$ cat src/rtl/db_fe_setting_arbiter_if.sv
// Settings/readback bus bundle between NUM_REQ requesters, the arbiter and one frontend core.
// Per-requester fields are packed [NUM_REQ-1:0][W-1:0], so requester i sits at bits [W*i+W-1:W*i].
interface db_fe_setting_arbiter_if #(
  parameter int NUM_REQ = 2
);
  logic [NUM_REQ-1:0]        req_valid;
  logic [NUM_REQ-1:0]        req_ready;
  logic [NUM_REQ-1:0]        req_rb;
  logic [NUM_REQ-1:0][7:0]   req_addr;
  logic [NUM_REQ-1:0][31:0]  req_data;
  logic [NUM_REQ-1:0][7:0]   req_rb_addr;
  logic [NUM_REQ-1:0]        rsp_valid;
  logic [63:0]               rsp_data;
  logic                      rsp_timeout;
  logic                      set_stb;
  logic [7:0]                set_addr;
  logic [31:0]               set_data;
  logic [7:0]                rb_addr;
  logic                      rb_stb;
  logic [63:0]               rb_data;
  logic                      busy;

  modport slave (
    input  req_valid, req_rb, req_addr, req_data, req_rb_addr, rb_stb, rb_data,
    output req_ready, rsp_valid, rsp_data, rsp_timeout, set_stb, set_addr, set_data, rb_addr, busy
  );

  modport master (
    output req_valid, req_rb, req_addr, req_data, req_rb_addr, rb_stb, rb_data,
    input  req_ready, rsp_valid, rsp_data, rsp_timeout, set_stb, set_addr, set_data, rb_addr, busy
  );
endinterface

$ cat src/rtl/db_fe_setting_arbiter.sv
// Round-robin arbiter sharing one frontend settings/readback bus; one transaction in flight,
// readbacks wait for rb_stb up to RB_TIMEOUT cycles before completing with a timeout flag.
module db_fe_setting_arbiter #(
  parameter int NUM_REQ    = 2,
  parameter int RB_TIMEOUT = 255
) (
  input  logic                    clk,
  input  logic                    reset,
  db_fe_setting_arbiter_if.slave  bus
);
  localparam int PW = (NUM_REQ > 1) ? $clog2(NUM_REQ) : 1;
  localparam int CW = $clog2(RB_TIMEOUT + 1);

  typedef enum logic [1:0] {IDLE, SET, RB_WAIT, DONE} state_t;

  typedef struct packed {
    logic        rb;
    logic [7:0]  addr;
    logic [31:0] data;
  } req_t;

  state_t          state_q, state_d;
  req_t            req_q, req_d;
  logic [PW-1:0]   ptr_q, ptr_d;
  logic [CW-1:0]   cnt_q, cnt_d;
  logic [7:0]      rb_addr_q, rb_addr_d;
  logic [63:0]     rsp_data_q, rsp_data_d;
  logic            rsp_to_q, rsp_to_d;
  logic [PW-1:0]   gnt_idx, idx_w;
  logic            found, gnt_vld, rb_last;
  int              idx;

  // Search starts one past the last grant so every requester gets a turn.
  always_comb begin
    found   = 1'b0;
    gnt_idx = '0;
    idx     = 0;
    idx_w   = '0;
    for (int i = 1; i <= NUM_REQ; i++) begin
      idx   = (int'(ptr_q) + i) % NUM_REQ;
      idx_w = PW'(idx);
      if (!found && bus.req_valid[idx_w]) begin
        found   = 1'b1;
        gnt_idx = idx_w;
      end
    end
  end

  // Gated by reset so nothing is accepted while the block is held in reset.
  assign gnt_vld = found && (state_q == IDLE) && !reset;
  assign rb_last = (cnt_q == CW'(RB_TIMEOUT - 1));

  always_ff @(posedge clk or posedge reset) begin
    if (reset) state_q <= IDLE;
    else       state_q <= state_d;
  end

  always_comb begin
    state_d = state_q;
    case (state_q)
      IDLE:    if (gnt_vld) state_d = SET;
      SET:     if (req_q.rb && bus.rb_stb) state_d = DONE;
               else if (req_q.rb)          state_d = RB_WAIT;
               else                        state_d = DONE;
      RB_WAIT: if (bus.rb_stb || rb_last)  state_d = DONE;
      DONE:    state_d = IDLE;
      default: state_d = IDLE;
    endcase
  end

  always_comb begin
    bus.req_ready = '0;
    bus.rsp_valid = '0;
    bus.set_stb   = (state_q == SET);
    bus.busy      = (state_q != IDLE);
    if (gnt_vld)           bus.req_ready[gnt_idx] = 1'b1;
    if (state_q == DONE)   bus.rsp_valid[ptr_q]   = 1'b1;
    // New readback address is presented in the accept cycle itself.
    bus.rb_addr = (gnt_vld && bus.req_rb[gnt_idx]) ? bus.req_rb_addr[gnt_idx] : rb_addr_q;
  end

  assign bus.set_addr    = req_q.addr;
  assign bus.set_data    = req_q.data;
  assign bus.rsp_data    = rsp_data_q;
  assign bus.rsp_timeout = rsp_to_q;

  always_comb begin
    req_d      = req_q;
    ptr_d      = ptr_q;
    cnt_d      = cnt_q;
    rb_addr_d  = rb_addr_q;
    rsp_data_d = rsp_data_q;
    rsp_to_d   = rsp_to_q;
    case (state_q)
      IDLE: if (gnt_vld) begin
        req_d.rb   = bus.req_rb[gnt_idx];
        req_d.addr = bus.req_addr[gnt_idx];
        req_d.data = bus.req_data[gnt_idx];
        ptr_d      = gnt_idx;
        if (bus.req_rb[gnt_idx]) rb_addr_d = bus.req_rb_addr[gnt_idx];
      end
      SET: begin
        if (!req_q.rb || bus.rb_stb) begin
          rsp_data_d = req_q.rb ? bus.rb_data : 64'd0;
          rsp_to_d   = 1'b0;
        end
      end
      RB_WAIT: begin
        cnt_d = cnt_q + 1'b1;
        if (bus.rb_stb) begin
          rsp_data_d = bus.rb_data;
          rsp_to_d   = 1'b0;
        end else if (rb_last) begin
          rsp_data_d = 64'd0;
          rsp_to_d   = 1'b1;
        end
      end
      DONE:    cnt_d = '0;
      default: ;
    endcase
  end

  always_ff @(posedge clk or posedge reset) begin
    if (reset) begin
      req_q      <= '0;
      ptr_q      <= PW'(NUM_REQ - 1);
      cnt_q      <= '0;
      rb_addr_q  <= '0;
      rsp_data_q <= '0;
      rsp_to_q   <= 1'b0;
    end else begin
      req_q      <= req_d;
      ptr_q      <= ptr_d;
      cnt_q      <= cnt_d;
      rb_addr_q  <= rb_addr_d;
      rsp_data_q <= rsp_data_d;
      rsp_to_q   <= rsp_to_d;
    end
  end
endmodule

$ cat src/flat_wrapper.sv
// flat-port wrapper written by rule: the top's interface ports become plain ports
module db_fe_setting_arbiter_flat 
#(
  parameter int NUM_REQ    = 2,
  parameter int RB_TIMEOUT = 255
)
  (clk, reset, bus_req_valid, bus_req_rb, bus_req_addr, bus_req_data, bus_req_rb_addr, bus_rb_stb, bus_rb_data, bus_req_ready, bus_rsp_valid, bus_rsp_data, bus_rsp_timeout, bus_set_stb, bus_set_addr, bus_set_data, bus_rb_addr, bus_busy);
  db_fe_setting_arbiter_if #(.NUM_REQ(NUM_REQ)) bus_i ();
  input  logic clk;
  input  logic reset;
  input wire logic [$bits(bus_i.req_valid)-1:0] bus_req_valid;
  input wire logic [$bits(bus_i.req_rb)-1:0] bus_req_rb;
  input wire logic [$bits(bus_i.req_addr)-1:0] bus_req_addr;
  input wire logic [$bits(bus_i.req_data)-1:0] bus_req_data;
  input wire logic [$bits(bus_i.req_rb_addr)-1:0] bus_req_rb_addr;
  input wire logic [$bits(bus_i.rb_stb)-1:0] bus_rb_stb;
  input wire logic [$bits(bus_i.rb_data)-1:0] bus_rb_data;
  output wire logic [$bits(bus_i.req_ready)-1:0] bus_req_ready;
  output wire logic [$bits(bus_i.rsp_valid)-1:0] bus_rsp_valid;
  output wire logic [$bits(bus_i.rsp_data)-1:0] bus_rsp_data;
  output wire logic [$bits(bus_i.rsp_timeout)-1:0] bus_rsp_timeout;
  output wire logic [$bits(bus_i.set_stb)-1:0] bus_set_stb;
  output wire logic [$bits(bus_i.set_addr)-1:0] bus_set_addr;
  output wire logic [$bits(bus_i.set_data)-1:0] bus_set_data;
  output wire logic [$bits(bus_i.rb_addr)-1:0] bus_rb_addr;
  output wire logic [$bits(bus_i.busy)-1:0] bus_busy;
  assign bus_i.req_valid = bus_req_valid;
  assign bus_i.req_rb = bus_req_rb;
  assign bus_i.req_addr = bus_req_addr;
  assign bus_i.req_data = bus_req_data;
  assign bus_i.req_rb_addr = bus_req_rb_addr;
  assign bus_i.rb_stb = bus_rb_stb;
  assign bus_i.rb_data = bus_rb_data;
  assign bus_req_ready = bus_i.req_ready;
  assign bus_rsp_valid = bus_i.rsp_valid;
  assign bus_rsp_data = bus_i.rsp_data;
  assign bus_rsp_timeout = bus_i.rsp_timeout;
  assign bus_set_stb = bus_i.set_stb;
  assign bus_set_addr = bus_i.set_addr;
  assign bus_set_data = bus_i.set_data;
  assign bus_rb_addr = bus_i.rb_addr;
  assign bus_busy = bus_i.busy;
  db_fe_setting_arbiter #(.NUM_REQ(NUM_REQ), .RB_TIMEOUT(RB_TIMEOUT)) u_core (.clk(clk), .reset(reset), .bus(bus_i));
endmodule
$ cat config.mk
export PLATFORM = sky130hd
export DESIGN_NAME = db_fe_setting_arbiter_flat
export DESIGN_NICKNAME = d
export VERILOG_FILES = /design/src/rtl/db_fe_setting_arbiter_if.sv /design/src/rtl/db_fe_setting_arbiter.sv /design/src/flat_wrapper.sv
export SDC_FILE = /design/constraint.sdc
export NUM_CORES = 1
export LEC_CHECK = 0
export ABC_AREA = 0
export CORE_MARGIN = 2
export CORE_UTILIZATION = 40
export CTS_CLUSTER_SIZE = 20
export DETAILED_ROUTE_END_ITERATION = 16
export GPL_ROUTABILITY_DRIVEN = 1
export HOLD_SLACK_MARGIN = 0.12
export PLACE_DENSITY_LB_ADDON = 0.05
export SLEW_MARGIN = 0
export SYNTH_ARGS = -nofsm -noshare
export SYNTH_HDL_FRONTEND = slang
export SYNTH_SLANG_ARGS = --single-unit
export TNS_END_PERCENT = 10
$ cat constraint.sdc
create_clock -name clk -period 5 [get_ports clk]
set_input_delay 0.75 -clock clk [delete_from_list [all_inputs] [get_ports clk]]
set_output_delay 0.75 -clock clk [all_outputs]
set_load 0.005 [all_outputs]
==> results.md <==
- Clock skew: 0.006838 ns
- Die ar.: 0.01456 sq mm
- Critical Path Source Type: input pin
- Htree depth: 4
- Initial antenna violation count: 0
- Residual overflow from global routing: 0
- Ys async rst share: 1.000
- CTS resizes: 0
- Unique masters post-synth: 35
- DRC violations left: 0
- Worst slack, placed: 1.333 ns
- Core area: 0.01324 sq mm
- Antenna Nets Post-Route: 0
- Setup repair bufs after CTS: 0
- CP Class: in2out
- Hold Fails Final Rpt: 0
- VDD IR max: 0.2441 mV
- Critical path fanouts, max: 17
- Static leakage: 0.003949 uW
- First-pass GRT wire length: 24.78 mm
- Worst min path class: reg2reg
- Tcrit/Tclk final: 0.7366
- RSZ-0062 raised after global routing: false
- Crit end category: output pin
- Synth warnings: 0
- Largest net degree at the start of global routing: 74
- Syn Area/Cell: 12.18 sq um
- Worst EP required: 4.25 ns
- CTS Buf Count: 17
- Port Buffers: 285
- Pin slew with the least headroom to its limit: 0.8999 ns
- Dominant cells by area after synthesis: dfrtp_1 57%, a22o_1 10%, a222oi_1 7.4%
- DR iter-0 viols: 520
- Main synth FF type: dfrtp_1
- GRT Total Usage: 0.2240
- Sequential area share after synthesis: 0.5749
- Final setup viols: 0
- Gpl congestion: 0.7901
- Die width: 120.7 um
- Mapped cell area: 0.005443 sq mm
- Fraction of layout cells with a size suffix above 1: 0.07439
- Initial Utilization: 0.4110
- # clock sinks: 125
- Length of the first detailed-routing pass in iterations: 12
- Maximum clock rate: 271.5 MHz
- Syn Inst Count: 447
- Worst skew pair latency: 0.42 ns
- Antenna fix cells: 0
- CP arrival: 2.93 ns
- Number of I/O pins: 286
- Hold-fix buffers at CTS: 0
- Syn_nets: 621
- Avg Vias per Cell: 5.200
- Min Tclk post-route: 3.683 ns
- Max Cap Viol: 0
- Fin worst setup slack: 1.317 ns
- Synth Register Bits: 125
- Routed WL: 16.38 mm
- Status: finished clean
- Hold path cells: 1
- Chip height: 120.7 um
- Row cnt: 42
- Filler instances: 1053
- Setup_tns: 0 ns
- Post-synth top area share: 0.5701
- HPWL Detailed: 11.91 mm
- Synth area leader: dfrtp_1
- Relative max-transition margin: 0.4000
- CTS Buffer Depth: 2
- Vias: 4550
- CTS tree: done
- CTS Root Cell: clkbuf_16
- Max-slew violations: 0
- Vias in the first global route: 4556
- Pwr/cell area: 548.1 mW/mm^2
- Most common cell after layout, fill and taps aside: clkdlybuf4s50_1
- Number of synthesized flops with an enable pin: 0
- Most frequent cells in the layout: 285 x clkdlybuf4s50_1, 124 x dfrtp_1, 64 x a22o_1, 55 x inv_1, 40 x a222oi_1
- Final Net Count: 860
- Routed wire length per instance: 18.72 um
- Layout area overhead: 59.75%
- Worst-path clk slew: 0.05 ns
- R2R depth: 7
-- area by class of cell --
cell class	instances	area (sq um)	area share
well taps	176	220.2	0.02533
multi-input cells	194	1588	0.1826
flip-flops and latches	125	3129	0.3599
clock inverters	11	188.9	0.02173
repair buffers	292	2905	0.3341
inverters	56	212.7	0.02446
clock buffers	21	450.4	0.05181
-- path summary, 6_finish.rpt --
kind                                                            end  slack [ns]                                start
worst max-delay path                                 bus_rb_addr[0]        1.32                     bus_req_valid[0]
worst min register to register  u_core.bus.rsp_data[14]$_DFFE_PP0P_        0.50  u_core.bus.rsp_data[14]$_DFFE_PP0P_
worst max register to register   u_core.bus.rsp_data[2]$_DFFE_PP0P_        2.57        u_core.state_q[0]$_DFFE_PP0P_
min in group asynchronous        u_core.bus.set_addr[0]$_DFFE_PP0P_        0.97                                reset
max in group asynchronous       u_core.bus.rsp_data[22]$_DFFE_PP0P_        3.12                                reset
worst min-delay path            u_core.bus.rsp_data[14]$_DFFE_PP0P_        0.50  u_core.bus.rsp_data[14]$_DFFE_PP0P_
-- registers in the layout (all words and copies together), names as in the netlist --
register	count
u_core.state_q	2
u_core.bus.set_data	32
u_core.req_q	1
u_core.bus.rsp_data	64
u_core.rb_addr_q	8
u_core.cnt_q	8
u_core.bus.rsp_timeout	1
u_core.ptr_q	1
u_core.bus.set_addr	8
-- kinds of logic after synthesis --
group,Yosys count,share of synthesized area
xor+xnor,5,0.008047
fa+ha+maj,7,0.01609
simple gates,38,0.04299
compound gates,144,0.2221
buf+inv,128,0.1359
flops,125,0.5749
-- per-stage QoR --
stage	std cells	total power (uW)	util	area [sq um]	hold slack (ns)
finish	875	4765	0.6566	8695	0.4965
global route	875	5049	0.6566	8695	0.5098
CTS	875	4818	0.6566	8695	0.4999
detailed placement	843	3464	0.6083	8055	0.4823
global placement	843	3422	0.6083	8055	0.4815
floorplan	447	2669	-	5443	0.4802
-- synthesized netlist by cell type, types with 2 or more instances --
cell type	number
nand4_4	2
nor2_1	8
a22o_1	64
nand4_1	3
xor2_1	3
buf_2	12
buf_6	12
or3_1	2
nand2_1	7
ha_1	7
inv_1	56
nand3_1	4
and3_1	2
clkbuf_1	7
xnor2_1	2
a21oi_1	14
a21oi_2	6
a222oi_1	40
dfrtp_1	124
buf_4	41
o22ai_1	9
nor2b_1	3
o21ai_0	5
and2_1	3
-- report_power, final --
group / total (uW) / switching [uW] / internal (uW)
clock network: 1330 / 433 / 895
logic: 1870 / 777 / 1090
registers: 1570 / 197 / 1370
total: 4770 / 1410 / 3360
-- per-layer routing --
metal / GRT usage / vias up / wire length [um]
li1: - / 2087 / -
met2: 0.3771 / 203 / 8285
met1: 0.2623 / 2225 / 6393
met5: 0 / - / 0
met3: 0.06745 / 35 / 1176
met4: 0.1039 / 0 / 525
-- critical path, stage by stage --
cell and delay [ns]:
clkdlybuf4s50_1 0.62, nand2_1 0.15, nand4_4 0.17, and2_1 0.60, a21oi_1 0.16, clkdlybuf4s50_1 0.48
No activity file was read; power rests on OpenSTA's default activity.
